[src/rtl/ff_pipe.sv]
`default_nettype none
// ============================================================================
// Module   : ff_pipe
// Brief    : Elastic valid/ready register pipeline of DEPTH stages with
//            bubble collapse, flush and occupancy tracking. Optional output
//            stall counter enabled by macro FF_PIPE_STALL_CNT_EN.
// Revision : 1.0 - initial release
// ============================================================================
module ff_pipe #(
    parameter int DATA_WIDTH = 6,
    parameter int DEPTH      = 3,
    parameter int CNT_WIDTH  = 16
) (
    input  logic                       Clk_CI,
    input  logic                       Rst_RI,
    input  logic                       Flush_SI,
    input  logic                       InValid_SI,
    output logic                       InReady_SO,
    input  logic [DATA_WIDTH-1:0]      D_DI,
    output logic                       OutValid_SO,
    input  logic                       OutReady_SI,
    output logic [DATA_WIDTH-1:0]      Q_DO,
    output logic [$clog2(DEPTH+1)-1:0] Occupancy_DO,
    output logic [CNT_WIDTH-1:0]       StallCnt_DO
);

    localparam int OCC_W = $clog2(DEPTH+1);

    logic [DEPTH-1:0]                 v_q, v_d;
    logic [DEPTH-1:0][DATA_WIDTH-1:0] d_q, d_d;
    logic [OCC_W-1:0]                 occ_q, occ_d;

    logic [DEPTH-1:0]                 w_rdy;
    logic [DEPTH-1:0]                 w_src_v;
    logic [DEPTH-1:0][DATA_WIDTH-1:0] w_src_d;
    logic                             w_in_xfer;
    logic                             w_out_xfer;

    // A stage can load when it is empty or the stage after it is moving.
    always_comb begin : p_ready
        logic r_chain;
        w_rdy          = '0;
        r_chain        = OutReady_SI | ~v_q[DEPTH-1];
        w_rdy[DEPTH-1] = r_chain;
        for (int k = DEPTH-2; k >= 0; k--) begin
            r_chain  = ~v_q[k] | r_chain;
            w_rdy[k] = r_chain;
        end
    end

    assign w_src_v[0] = InValid_SI;
    assign w_src_d[0] = D_DI;

    generate
        for (genvar k = 1; k < DEPTH; k++) begin : g_src
            assign w_src_v[k] = v_q[k-1];
            assign w_src_d[k] = d_q[k-1];
        end
    endgenerate

    assign InReady_SO = w_rdy[0] & ~Flush_SI;
    assign w_in_xfer  = InValid_SI & InReady_SO;
    assign w_out_xfer = v_q[DEPTH-1] & OutReady_SI;

    // Bubbles clear the valid bit but keep the old data to avoid needless toggling.
    always_comb begin : p_next
        v_d = v_q;
        d_d = d_q;
        for (int k = 0; k < DEPTH; k++) begin
            if (Flush_SI) begin
                v_d[k] = 1'b0;
            end else if (w_rdy[k]) begin
                v_d[k] = w_src_v[k];
                if (w_src_v[k]) begin
                    d_d[k] = w_src_d[k];
                end
            end
        end
    end

    always_comb begin : p_occ
        if (Flush_SI) begin
            occ_d = '0;
        end else begin
            occ_d = occ_q + OCC_W'(w_in_xfer) - OCC_W'(w_out_xfer);
        end
    end

    always_ff @(posedge Clk_CI) begin
        if (Rst_RI) begin
            v_q   <= '0;
            d_q   <= '0;
            occ_q <= '0;
        end else begin
            v_q   <= v_d;
            d_q   <= d_d;
            occ_q <= occ_d;
        end
    end

    assign OutValid_SO  = v_q[DEPTH-1];
    assign Q_DO         = d_q[DEPTH-1];
    assign Occupancy_DO = occ_q;

`ifdef FF_PIPE_STALL_CNT_EN
    logic [CNT_WIDTH-1:0] stall_q;

    // Saturating count of cycles where the output word waited on downstream.
    always_ff @(posedge Clk_CI) begin
        if (Rst_RI) begin
            stall_q <= '0;
        end else if (v_q[DEPTH-1] && !OutReady_SI && !(&stall_q)) begin
            stall_q <= stall_q + CNT_WIDTH'(1);
        end
    end

    assign StallCnt_DO = stall_q;
`else
    assign StallCnt_DO = '0;
`endif

endmodule
`default_nettype wire

[config.mk]
export PLATFORM = sky130hd
export DESIGN_NAME = ff_pipe
export DESIGN_NICKNAME = d
export VERILOG_FILES = /design/src/rtl/ff_pipe.sv
export SDC_FILE = /design/constraint.sdc
export NUM_CORES = 1
export LEC_CHECK = 0
export ABC_AREA = 1
export ABC_CLOCK_PERIOD_IN_PS = 1800
export CAP_MARGIN = 20
export CORE_MARGIN = 2
export CORE_UTILIZATION = 45
export DETAILED_ROUTE_END_ITERATION = 6
export PLACE_DENSITY = 0.79
export SLEW_MARGIN = 10
export SYNTH_ARGS = -nofsm -noshare
export SYNTH_HDL_FRONTEND = slang
export SYNTH_SLANG_ARGS = --single-unit
[constraint.sdc]
create_clock -name Clk_CI -period 1.8 [get_ports Clk_CI]
set_input_delay 0.18 -clock Clk_CI [delete_from_list [all_inputs] [get_ports Clk_CI]]
set_output_delay 0.18 -clock Clk_CI [all_outputs]
set_load 0.02 [all_outputs]
==> report_table.html <==
<table>
<tr><th>Metric</th><th>Value</th></tr>
<tr><th colspan="2">Power</th></tr>
<tr><td>Static Leakage</td><td>0.000634 µW</td></tr>
<tr><td>Pwr per Cell Area</td><td>672 mW/mm²</td></tr>
<tr><td>Power, Total</td><td>909 µW</td></tr>
<tr><td>Peak supply drop</td><td>293 µV</td></tr>
<tr><th colspan="2">Setup path</th></tr>
<tr><td>CP Data Arrival Time</td><td>1560 ps</td></tr>
<tr><td>Critical path buffers and inverters</td><td>4</td></tr>
<tr><td>Critical path launch point type</td><td>primary input</td></tr>
<tr><td>Critical path start-end classification</td><td>primary input to output port</td></tr>
<tr><td>Slowest cell on the critical path</td><td>clkdlybuf4s50_1</td></tr>
<tr><td>Cell depth of the worst flop-to-flop path</td><td>8</td></tr>
<tr><td>Maximum fanout count along the critical path</td><td>3</td></tr>
<tr><td>Critical path capture point type</td><td>output port</td></tr>
<tr><td>Startpoint of the worst register-to-register path</td><td>v_q[2]</td></tr>
<tr><td>End of the worst register-to-register path</td><td>Occupancy_DO[1]</td></tr>
<tr><td>Critical path data required time</td><td>1620 ps</td></tr>
<tr><td>Launch point of the worst path</td><td>OutReady_SI</td></tr>
<tr><td>List of cells traversed by the critical path</td><td>clkdlybuf4s50_1 -&gt; inv_1 -&gt; nand4_4 -&gt; nand2_1 -&gt; inv_1 -&gt; clkdlybuf4s50_1</td></tr>
<tr><td>Minimum setup slack among reg-to-reg paths</td><td>460 ps</td></tr>
<tr><td>Family with the most delay on the worst path</td><td>buffers and inverters</td></tr>
<tr><td>Critical path depth</td><td>6</td></tr>
<tr><td>Worst setup path end</td><td>InReady_SO</td></tr>
<tr><td>Highest cell delay on the worst timing path</td><td>590 ps</td></tr>
<tr><th colspan="2">Timing</th></tr>
<tr><td>Final setup skew</td><td>4.60 ps</td></tr>
<tr><td>Tcrit/Tclk final</td><td>96.4%</td></tr>
<tr><td>Post-layout min period</td><td>1740 ps</td></tr>
<tr><td>Setup Viol. Count Final</td><td>0</td></tr>
<tr><td>Final max-slew violation count</td><td>0</td></tr>
<tr><td>Final count of hold timing violations</td><td>0</td></tr>
<tr><td>Worst hold slack after final layout</td><td>451 ps</td></tr>
<tr><td>Fin Setup TNS</td><td>0 ps</td></tr>
<tr><td>RSZ-0062 raised after global routing</td><td>false</td></tr>
<tr><td>Max Clk Rate</td><td>576 MHz</td></tr>
<tr><th colspan="2">Floorplan</th></tr>
<tr><td>Top-level I/O count</td><td>37</td></tr>
<tr><td>Starting density of the core</td><td>47.6%</td></tr>
<tr><td>Die Height</td><td>55.2 µm</td></tr>
<tr><td>Area of the die</td><td>0.00304 mm²</td></tr>
<tr><td>Placement Rows</td><td>18</td></tr>
<tr><td>Horizontal extent of the die</td><td>55.2 µm</td></tr>
<tr><td>Core region area</td><td>0.00248 mm²</td></tr>
<tr><th colspan="2">Placed design</th></tr>
<tr><td>Number of buffers inserted by port buffering</td><td>20</td></tr>
<tr><td>Placed inst area</td><td>0.00132 mm²</td></tr>
<tr><td>Final HPWL DP</td><td>1390 µm</td></tr>
<tr><td>Final weighted congestion in routability-driven placement</td><td>0.730</td></tr>
<tr><th colspan="2">Cells and area</th></tr>
<tr><td>Total inserted antenna cells</td><td>0</td></tr>
<tr><td>Net count of the finished layout</td><td>192</td></tr>
<tr><td>Finished Cell Area</td><td>0.00135 mm²</td></tr>
<tr><td>Share of the core filled with cells</td><td>54.6%</td></tr>
<tr><td>Layout overhead on the synthesized area</td><td>14.9%</td></tr>
<tr><td>Proportion of layout cells with a drive suffix above 1</td><td>10.7%</td></tr>
<tr><td>Count of filler cells inserted in the layout</td><td>238</td></tr>
<tr><th colspan="2">Clock network</th></tr>
<tr><td>Post-CTS clock slew at the launch and capture registers of the worst setup and hold paths</td><td>120 ps</td></tr>
<tr><td>CTS tree</td><td>done</td></tr>
<tr><td>Max clock buf depth</td><td>2</td></tr>
<tr><td>Hold-fix buffers, CTS</td><td>0</td></tr>
<tr><td>Root buffer selected by CTS</td><td>clkbuf_4</td></tr>
<tr><td>Number of buffers created by CTS</td><td>3</td></tr>
<tr><td>Insertion delay of the later-clocked pin in the worst-skew pair</td><td>300 ps</td></tr>
<tr><td>CTS sink cnt</td><td>23</td></tr>
<tr><td>H-tree levels</td><td>1</td></tr>
<tr><td>Post-CTS Repair Setup Buffers</td><td>0</td></tr>
<tr><th colspan="2">Drt</th></tr>
<tr><td>Post-route DRC</td><td>0</td></tr>
<tr><td>First-pass DRT Iterations</td><td>4</td></tr>
<tr><td>DR iter-0 viols</td><td>9</td></tr>
<tr><td>Detailed-route wire length per cell</td><td>8.21 µm</td></tr>
<tr><td>Total routed wire length on the met1 layer</td><td>749 µm</td></tr>
<tr><td>Average via count per standard cell</td><td>4.18</td></tr>
<tr><td>Vias</td><td>870</td></tr>
<tr><td>Sum of routed wire length over all layers</td><td>1710 µm</td></tr>
<tr><td>Highest Signal Layer</td><td>met4</td></tr>
<tr><td>Routed wl met2</td><td>820 µm</td></tr>
<tr><td>Antenna-violating nets left</td><td>0</td></tr>
<tr><td>Total length of routed met3 wires</td><td>102 µm</td></tr>
<tr><th colspan="2">GRT</th></tr>
<tr><td>Congestion Overflow GR</td><td>0</td></tr>
<tr><td>Wire length of the first global-routing pass</td><td>2880 µm</td></tr>
<tr><td>Pin count of the biggest net entering global routing</td><td>14</td></tr>
<tr><td>Vias in the first global route</td><td>743</td></tr>
<tr><td>Initial antenna violation count</td><td>0</td></tr>
<tr><td>Global-route usage over all layers</td><td>13.3%</td></tr>
<tr><th colspan="2">Synthesis</th></tr>
<tr><td>Area of the mapped netlist</td><td>0.00118 mm²</td></tr>
<tr><td>Share of Yosys cell area claimed by the top area cell type</td><td>39.1%</td></tr>
<tr><td>Most common cell in the netlist</td><td>inv_1</td></tr>
<tr><td>Cell types with the largest area share after synthesis</td><td>dfxtp_1 (39%), buf_4 (14%), inv_1 (10%), nor2_1 (6.4%), nand2_1 (5.1%)</td></tr>
<tr><td>Top cell types by occurrence after synthesis</td><td>inv_1 (32), dfxtp_1 (23), buf_4 (22), nor2_1 (20), nand2_1 (16)</td></tr>
<tr><td>Commonest register cell after synthesis</td><td>dfxtp_1</td></tr>
<tr><td>Library cell with the largest summed area after synthesis</td><td>dfxtp_1</td></tr>
<tr><td>Netlist cell types</td><td>23</td></tr>
<tr><td>Post-Syn Instances</td><td>159</td></tr>
<tr><td>Number of flops mapped to enable cells by yosys</td><td>0</td></tr>
<tr><td>Synthesis-stage register bit count</td><td>23</td></tr>
<tr><td>Syn avg cell area</td><td>7.41 µm²</td></tr>
<tr><td>Share of synthesized area occupied by flip-flops and latches</td><td>39.1%</td></tr>
<tr><td>Fraction of synthesis flops using an asynchronous set or reset pin</td><td>0%</td></tr>
<tr><td>Number of warnings printed during yosys synthesis</td><td>0</td></tr>
<tr><th colspan="2">Job</th></tr>
<tr><td>Count of max-cap constraint violations</td><td>0</td></tr>
<tr><th colspan="2">Hold path</th></tr>
<tr><td>Hold/Removal Path Class</td><td>flip-flop to flip-flop</td></tr>
<tr><th colspan="2">Run status</th></tr>
<tr><td>Run status</td><td>completed</td></tr>
</table>
-- placed cells by master (no fill, tap or decap), types with 5 or more instances in the layout --
cell type        synthesis  routed
nand2_1                 16      16
o21ai_0                  8       8
nor2_1                  20      20
nand4_1                  6       6
dfxtp_1                 23      21
buf_4                   22       5
a21oi_1                 10      10
conb_1                   1      16
inv_1                   32      32
clkdlybuf4s50_1          0      20
-- cell families after synthesis --
kind of cell | after synthesis | share of synthesized area, %
AO/OA/AOI/OAI | 22 | 9.66
flip-flops | 23 | 39.1
other | 1 | 0.318
adder cells (fa/ha/maj) | 2 | 2.12
buffers and inverters | 61 | 27.3
XOR/XNOR | 1 | 0.743
AND/OR/NAND/NOR | 49 | 20.8
-- flip-flops by register name, indices dropped and copies added (netlist names) --
signal / flops
d_q: 12
Q_DO: 6
v_q: 3
Occupancy_DO: 2
-- per-layer routing --
layer | vias to the layer above | global-route usage (%)
met3 | 4 | 2.42
met1 | 361 | 14.5
li1 | 477 | -
met5 | - | 0
met4 | 0 | 8.54
met2 | 28 | 23.4
-- how the worst min path moves through the flow --
stage,slack [ps],startpoint,endpoint,cells past startpoint
6_report,450,Q_DO[1],Q_DO[1],2
5_1_grt,470,Q_DO[4],Q_DO[4],2
3_3_place_gp,430,Q_DO[0],Q_DO[0],2
3_5_place_dp,440,Q_DO[0],Q_DO[0],2
2_1_floorplan,410,D_DI[1],d_q[1],4
4_1_cts,460,Q_DO[0],Q_DO[0],2
-- power breakdown --
part	total (µW)	switching [µW]	internal, µW
clock network	230	147	82.8
logic	143	86.9	56.2
registers	536	9.20	527
-- area by class of cell --
class / count / area [µm²] / share of cell area (%)
sequential: 23 / 463 / 34.2
multi-input combinational: 90 / 453 / 33.5
tap: 30 / 37.5 / 2.77
clock buffer: 3 / 22.5 / 1.66
timing repair buffer: 25 / 238 / 17.6
inverter: 36 / 135 / 9.98
clock inverter: 1 / 5.00 / 0.370
-- per-stage QoR --
stage / std cells / setup WS, ps
3_3_place_gp: 204 / 88.4
5_1_grt: 208 / 9.70
6_report: 208 / 64.2
4_1_cts: 208 / 28.9
2_1_floorplan: 174 / 271
3_5_place_dp: 204 / 71.0
-- timing repair --
item / CTS / global route
endpoints found under the hold margin: 0 / 0
endpoints found under the setup margin: 0 / 1
gates resized for setup: 0 / 2
-- tightest hold or removal path, delay by kind of cell (launching register included) --
| family | cells | cell delay, ps |
|---|---|---|
| buffers and inverters | 1 | 50 |
| DFF | 1 | 330 |
| AOI/OAI and AO/OA | 1 | 50 |
Note: power is estimated with default switching activity, not from simulation.
